`src/rtl/rgb565_to_ycbcr_pkg.sv`:
```
// Shared image-processing constants and helpers for the RGB565 -> YCbCr converter.
// Holds the BT.601-style 8-bit fixed-point coefficients, the chroma offset and the pipeline latency.
package rgb565_to_ycbcr_pkg;

    localparam int PIPE_LAT = 3;

    localparam logic [7:0] COEF_Y_R  = 8'd77;
    localparam logic [7:0] COEF_Y_G  = 8'd150;
    localparam logic [7:0] COEF_Y_B  = 8'd29;
    localparam logic [7:0] COEF_CB_R = 8'd43;
    localparam logic [7:0] COEF_CB_G = 8'd85;
    localparam logic [7:0] COEF_CB_B = 8'd128;
    localparam logic [7:0] COEF_CR_R = 8'd128;
    localparam logic [7:0] COEF_CR_G = 8'd107;
    localparam logic [7:0] COEF_CR_B = 8'd21;

    localparam logic [16:0] CHROMA_OFFSET = 17'd32768;

    typedef struct packed {
        logic vsync;
        logic href;
        logic clken;
    } sync_t;

    typedef struct packed {
        logic [15:0] y_r;
        logic [15:0] y_g;
        logic [15:0] y_b;
        logic [15:0] cb_r;
        logic [15:0] cb_g;
        logic [15:0] cb_b;
        logic [15:0] cr_r;
        logic [15:0] cr_g;
        logic [15:0] cr_b;
    } products_t;

    typedef struct packed {
        logic [16:0] y;
        logic [16:0] cb;
        logic [16:0] cr;
    } sums_t;

    function automatic logic [7:0] expand5(input logic [4:0] v);
        return {v, v[4:2]};
    endfunction

    function automatic logic [7:0] expand6(input logic [5:0] v);
        return {v, v[5:4]};
    endfunction

    function automatic logic [15:0] mul8(input logic [7:0] a, input logic [7:0] b);
        return 16'(a) * 16'(b);
    endfunction

    // Truncating divide-by-256; anything past 16 bits clips to full scale.
    function automatic logic [7:0] take_high(input logic [16:0] s);
        return s[16] ? 8'hFF : s[15:8];
    endfunction

endpackage

```
`src/rtl/rgb565_to_ycbcr_if.sv`:
```
// Camera-style pixel bus into and out of the colour converter.
// master drives the per_* side and observes post_*; slave is the converter itself.
interface rgb565_to_ycbcr_if;

    logic       per_frame_vsync;
    logic       per_frame_href;
    logic       per_frame_clken;
    logic [4:0] per_img_red;
    logic [5:0] per_img_green;
    logic [4:0] per_img_blue;

    logic       post_frame_vsync;
    logic       post_frame_href;
    logic       post_frame_clken;
    logic [7:0] post_img_y;
    logic [7:0] post_img_cb;
    logic [7:0] post_img_cr;

    modport master (
        output per_frame_vsync,
        output per_frame_href,
        output per_frame_clken,
        output per_img_red,
        output per_img_green,
        output per_img_blue,
        input  post_frame_vsync,
        input  post_frame_href,
        input  post_frame_clken,
        input  post_img_y,
        input  post_img_cb,
        input  post_img_cr
    );

    modport slave (
        input  per_frame_vsync,
        input  per_frame_href,
        input  per_frame_clken,
        input  per_img_red,
        input  per_img_green,
        input  per_img_blue,
        output post_frame_vsync,
        output post_frame_href,
        output post_frame_clken,
        output post_img_y,
        output post_img_cb,
        output post_img_cr
    );

endinterface

```
`src/rtl/rgb565_to_ycbcr_sync_delay.sv`:
```
// Generic fixed-depth shift register used to keep frame control signals aligned with pipelined data.
module sync_delay #(
    parameter int WIDTH = 1,
    parameter int DEPTH = 3
) (
    input  logic             clk,
    input  logic             rst,
    input  logic [WIDTH-1:0] din,
    output logic [WIDTH-1:0] dout
);

    logic [WIDTH-1:0] taps [DEPTH];

    always_ff @(posedge clk) begin
        if (rst) begin
            for (int i = 0; i < DEPTH; i++) begin
                taps[i] <= '0;
            end
        end else begin
            taps[0] <= din;
            for (int i = 1; i < DEPTH; i++) begin
                taps[i] <= taps[i-1];
            end
        end
    end

    assign dout = taps[DEPTH-1];

endmodule

```
`src/rtl/rgb565_to_ycbcr.sv`:
```
// Three-stage RGB565 -> YCbCr (8-bit) converter: multiply, sum, scale/saturate.
// Free-running pipeline; control signals ride alongside through sync_delay.
module rgb565_to_ycbcr #(
    parameter int PIPE_LAT = 3
) (
    input  logic                clk,
    input  logic                rst,
    rgb565_to_ycbcr_if.slave    bus
);

    import rgb565_to_ycbcr_pkg::*;

    logic [7:0] r8;
    logic [7:0] g8;
    logic [7:0] b8;

    products_t  prod_q;
    sums_t      sums_q;
    logic [7:0] y_q;
    logic [7:0] cb_q;
    logic [7:0] cr_q;

    sync_t      sync_in;
    sync_t      sync_out;

    assign r8 = expand5(bus.per_img_red);
    assign g8 = expand6(bus.per_img_green);
    assign b8 = expand5(bus.per_img_blue);

    always_ff @(posedge clk) begin
        if (rst) begin
            prod_q <= '0;
        end else begin
            prod_q.y_r  <= mul8(COEF_Y_R,  r8);
            prod_q.y_g  <= mul8(COEF_Y_G,  g8);
            prod_q.y_b  <= mul8(COEF_Y_B,  b8);
            prod_q.cb_r <= mul8(COEF_CB_R, r8);
            prod_q.cb_g <= mul8(COEF_CB_G, g8);
            prod_q.cb_b <= mul8(COEF_CB_B, b8);
            prod_q.cr_r <= mul8(COEF_CR_R, r8);
            prod_q.cr_g <= mul8(COEF_CR_G, g8);
            prod_q.cr_b <= mul8(COEF_CR_B, b8);
        end
    end

    // The positive terms and the offset are added first so the running value never underflows.
    always_ff @(posedge clk) begin
        if (rst) begin
            sums_q <= '0;
        end else begin
            sums_q.y  <= 17'(prod_q.y_r) + 17'(prod_q.y_g) + 17'(prod_q.y_b);
            sums_q.cb <= (17'(prod_q.cb_b) + CHROMA_OFFSET) - 17'(prod_q.cb_r) - 17'(prod_q.cb_g);
            sums_q.cr <= (17'(prod_q.cr_r) + CHROMA_OFFSET) - 17'(prod_q.cr_g) - 17'(prod_q.cr_b);
        end
    end

    always_ff @(posedge clk) begin
        if (rst) begin
            y_q  <= '0;
            cb_q <= '0;
            cr_q <= '0;
        end else begin
            y_q  <= take_high(sums_q.y);
            cb_q <= take_high(sums_q.cb);
            cr_q <= take_high(sums_q.cr);
        end
    end

    // The data path is hard-wired to three register stages; the sync depth must match it.
    assign sync_in = '{vsync: bus.per_frame_vsync,
                       href:  bus.per_frame_href,
                       clken: bus.per_frame_clken};

    sync_delay #(
        .WIDTH ($bits(sync_t)),
        .DEPTH (PIPE_LAT)
    ) u_sync_delay (
        .clk  (clk),
        .rst  (rst),
        .din  (sync_in),
        .dout (sync_out)
    );

    assign bus.post_frame_vsync = sync_out.vsync;
    assign bus.post_frame_href  = sync_out.href;
    assign bus.post_frame_clken = sync_out.clken;
    assign bus.post_img_y       = y_q;
    assign bus.post_img_cb      = cb_q;
    assign bus.post_img_cr      = cr_q;

endmodule

```
`src/flat_wrapper.sv`:
```
// flat-port wrapper written by rule: the top's interface ports become plain ports
module rgb565_to_ycbcr_flat import rgb565_to_ycbcr_pkg::*;
#(
    parameter int PIPE_LAT = 3
)
  (clk, rst, bus_per_frame_vsync, bus_per_frame_href, bus_per_frame_clken, bus_per_img_red, bus_per_img_green, bus_per_img_blue, bus_post_frame_vsync, bus_post_frame_href, bus_post_frame_clken, bus_post_img_y, bus_post_img_cb, bus_post_img_cr);
  rgb565_to_ycbcr_if bus_i ();
  input  logic clk;
  input  logic rst;
  input wire logic [$bits(bus_i.per_frame_vsync)-1:0] bus_per_frame_vsync;
  input wire logic [$bits(bus_i.per_frame_href)-1:0] bus_per_frame_href;
  input wire logic [$bits(bus_i.per_frame_clken)-1:0] bus_per_frame_clken;
  input wire logic [$bits(bus_i.per_img_red)-1:0] bus_per_img_red;
  input wire logic [$bits(bus_i.per_img_green)-1:0] bus_per_img_green;
  input wire logic [$bits(bus_i.per_img_blue)-1:0] bus_per_img_blue;
  output wire logic [$bits(bus_i.post_frame_vsync)-1:0] bus_post_frame_vsync;
  output wire logic [$bits(bus_i.post_frame_href)-1:0] bus_post_frame_href;
  output wire logic [$bits(bus_i.post_frame_clken)-1:0] bus_post_frame_clken;
  output wire logic [$bits(bus_i.post_img_y)-1:0] bus_post_img_y;
  output wire logic [$bits(bus_i.post_img_cb)-1:0] bus_post_img_cb;
  output wire logic [$bits(bus_i.post_img_cr)-1:0] bus_post_img_cr;
  assign bus_i.per_frame_vsync = bus_per_frame_vsync;
  assign bus_i.per_frame_href = bus_per_frame_href;
  assign bus_i.per_frame_clken = bus_per_frame_clken;
  assign bus_i.per_img_red = bus_per_img_red;
  assign bus_i.per_img_green = bus_per_img_green;
  assign bus_i.per_img_blue = bus_per_img_blue;
  assign bus_post_frame_vsync = bus_i.post_frame_vsync;
  assign bus_post_frame_href = bus_i.post_frame_href;
  assign bus_post_frame_clken = bus_i.post_frame_clken;
  assign bus_post_img_y = bus_i.post_img_y;
  assign bus_post_img_cb = bus_i.post_img_cb;
  assign bus_post_img_cr = bus_i.post_img_cr;
  rgb565_to_ycbcr #(.PIPE_LAT(PIPE_LAT)) u_core (.clk(clk), .rst(rst), .bus(bus_i));
endmodule
```
`config.mk`:
```
export PLATFORM = sky130hd
export DESIGN_NAME = rgb565_to_ycbcr_flat
export DESIGN_NICKNAME = d
export VERILOG_FILES = /design/src/rtl/rgb565_to_ycbcr_pkg.sv /design/src/rtl/rgb565_to_ycbcr_if.sv /design/src/rtl/rgb565_to_ycbcr_sync_delay.sv /design/src/rtl/rgb565_to_ycbcr.sv /design/src/flat_wrapper.sv
export SDC_FILE = /design/constraint.sdc
export NUM_CORES = 1
export LEC_CHECK = 0
export ABC_CLOCK_PERIOD_IN_PS = 5500
export CAP_MARGIN = 10
export CORE_MARGIN = 2
export CORE_UTILIZATION = 54
export DETAILED_ROUTE_END_ITERATION = 8
export PLACE_DENSITY = 0.75
export SYNTH_ARGS = -nofsm -noshare
export SYNTH_HDL_FRONTEND = slang
export SYNTH_SLANG_ARGS = --single-unit
```
`constraint.sdc`:
```
create_clock -name clk -period 5.5 [get_ports clk]
set_clock_uncertainty 0.05 [all_clocks]
set_input_delay 0.825 -clock clk [delete_from_list [all_inputs] [get_ports clk]]
set_output_delay 0.825 -clock clk [all_outputs]
set_load 0.05 [all_outputs]
```
==> run summary <==
status = complete, no violations
Worst R2R Start = u_core.prod_q[1]$_SDFF_PP0_
CTS sink count = 156
fin cells = 1596
total power = 6.244 mW
largest net degree at the start of global routing = 67
max_cap viols = 0
final hold violation count = 0
Peak VDD IR = 0.0002334 V
RSZ-0062 raised after global routing = false
CP endpoint kind = flop
hold_buf cts = 0
Yosys top cell area share = 0.2670
crit-path cells = clkdlybuf4s50_1, ha_1, fa_1, fa_1, inv_1, fa_1, inv_1, ha_1, o21ai_0, nor2_1, or4_1, o221ai_1, o21ai_0, xnor2_1, nor2_1
Seq/Total Area, Yosys = 0.2604
first-pass GRT wire length = 39.31 mm
die width = 153.0 um
Tightest Pin Transition = 698.9 ps
Syn. warnings = 0
DIE HEIGHT = 153.0 um
Die ar. = 23420 sq um
final wirelength = 23.25 mm
Port Buffers = 47
top-count cell post-synth = ha_1
Clock Pin Slew Worst Setup and Hold Paths = 60 ps
core area = 21820 sq um
post-placement cell count = 1564
P_leak = 6.687 nW
Vias = 8326
final setup fails = 0
Num CTS Buffers = 17
largest area contributor in the netlist = ha_1
Slowest-stage cell, CP = clkdlybuf4s50_1
drt wl/cell = 14.57 um
H-tree depth = 4
Max Transition Viols Final = 0
Gate Count Post-Synth = 1249
Commonest cells post-synth = ha_1 (256), inv_1 (193), nor2_1 (157), dfxtp_1 (156), fa_1 (79)
DRC = 0
post-route ant nets = 0
crit path kind = input port to flop
Post-CTS Setup Inserts = 0
RePlAce Congestion = 0.8952
most used cell, CP = fa_1
period utilization = 0.8789
Post-DP HPWL = 18.90 mm
class of the worst hold path = flop to flop
CTS tree = yes
crit-path max cell delay = 550 ps
Hold Startpoint = u_core.sums_q[30]$_SDFF_PP0_
layout cells sized above 1 = 0.04939
cts repair resizes = 0
antenna violations before repair = 0
final net count = 1659
final cell area excluding filler cells = 13380 sq um
Clock Latency Late Sink = 430 ps
ys async rst share = 0
Synthesized Nets = 1605
fin util = 0.6132
Synth Register Bits = 156
initial core utilization = 0.5497
clk buf depth = 2
Tot GR Track Use = 0.2059
Critical Path RT = 5760 ps
relative slew slack = 0.5341
# rows = 54
Startpoint Class = input port
DR vias/cell = 5.217
mapped cell area = 12000 sq um
crit path max fanout = 6
root buffer cell = clkbuf_16
syn_area_per_cell = 9.604 sq um
Post-synth EDFFs = 0
Yosys cell types = 68
ANT cells = 0
predominant post-synthesis flop cell = dfxtp_1
worst setup path startpoint = bus_per_img_green[0]
IO Pins = 48
Arrival @ worst endpoint = 5090 ps
vias in the first global route = 8341
Max Freq = 206.9 MHz
GR Overflow Total = 0
violation count after the first detailed-route iteration = 407
placed cell areas = 12800 sq um
Area Growth Syn to Fin = 11.56%
synth top area cells = ha_1 (27%), dfxtp_1 (26%), fa_1 (13%)
setup tns final = 0 ps
Pre-Repair DR Iteration Count = 5
post-layout min period = 4834 ps
Cell Pwr Density = 466.6 nW/um^2
-- per-layer routing --
metal  track usage  share of wire  vias to the layer above
met5             0              0                        -
met4       0.06173          0.015                        0
met3       0.02552          0.020                       25
met2        0.3548           0.48                       99
met1        0.2712           0.48                     3947
li1              -              -                     4255
-- logic make-up after synthesis --
group / share of synthesized area
adders and majority gates: 0.3989
xor gates and xnor gates: 0.05695
DFF: 0.2604
muxes: 0.001251
buffers and inverters: 0.06696
AOI/OAI and AO/OA: 0.1047
and+or+nand+nor: 0.1109
-- power by group --
part	total, mW	leakage [nW]	internal (mW)	switching (mW)
registers	1.58	1.29	1.45	0.134
logic	3.53	5.11	1.56	1.96
clock network	1.14	0.284	0.615	0.522
total	6.24	6.69	3.62	2.62
-- final cells by class --
type | count | area (sq um)
timing repair buffer | 55 | 528.0
tap | 280 | 350.3
sequential | 156 | 3123
fill | 1811 | 8442
clock inverter | 14 | 143.9
inverter | 194 | 728.2
clock buffer | 18 | 439.2
multi-input combinational | 879 | 8069
-- metrics by stage --
step / worst slack [ps] / hold slack (ps)
final: 666.1 / 384.7
after global routing: 479.3 / 409.7
after CTS: 701.8 / 383.2
after detailed placement: 256.0 / 370.1
after global placement: 398.6 / 365.1
after floorplan: 1109 / 361.4
-- cell usage in the layout, fill, tap and decap left out, types with 8 or more instances in the layout --
cell type / Yosys / layout
ha_1: 256 / 256
inv_1: 193 / 193
nor2_1: 157 / 157
dfxtp_1: 156 / 156
fa_1: 79 / 79
clkdlybuf4s50_1: 0 / 46
a21oi_1: 44 / 44
xor2_1: 39 / 39
nor2b_1: 39 / 39
xnor2_1: 39 / 39
a21o_1: 30 / 30
o21ai_0: 28 / 28
nand2_1: 23 / 23
clkbuf_16: 0 / 17
nor3_1: 14 / 14
o21bai_1: 10 / 10
buf_4: 0 / 9
o21a_1: 8 / 8
nand3_1: 8 / 8
-- worst paths after layout --
kind	slack, ps	cells past startpoint	end
setup / recovery	670	15	u_core.prod_q[29]$_SDFF_PP0_
hold / removal	380	2	u_core.bus.post_img_cb[5]$_SDFF_PP0_
setup reg to reg	2600	8	u_core.sums_q[32]$_SDFF_PP0_
hold reg to reg	380	2	u_core.bus.post_img_cb[5]$_SDFF_PP0_
-- state kept, by name, indices dropped and copies added, names as in the netlist --
| register | flops |
|---|---|
| u_core.bus.post_img_y | 8 |
| u_core.sums_q | 27 |
| u_core.prod_q | 96 |
| u_core.u_sync_delay.taps | 9 |
| u_core.bus.post_img_cb | 8 |
| u_core.bus.post_img_cr | 8 |
-- critical path, delay by kind of cell --
kind	cells	cell delay [ps]
XOR/XNOR	1	160
AND/OR/NAND/NOR	3	570
AO/OA/AOI/OAI	3	610
adder cells (fa/ha/maj)	5	2290
buffers and inverters	3	640
(Power assumes the default switching activity.)
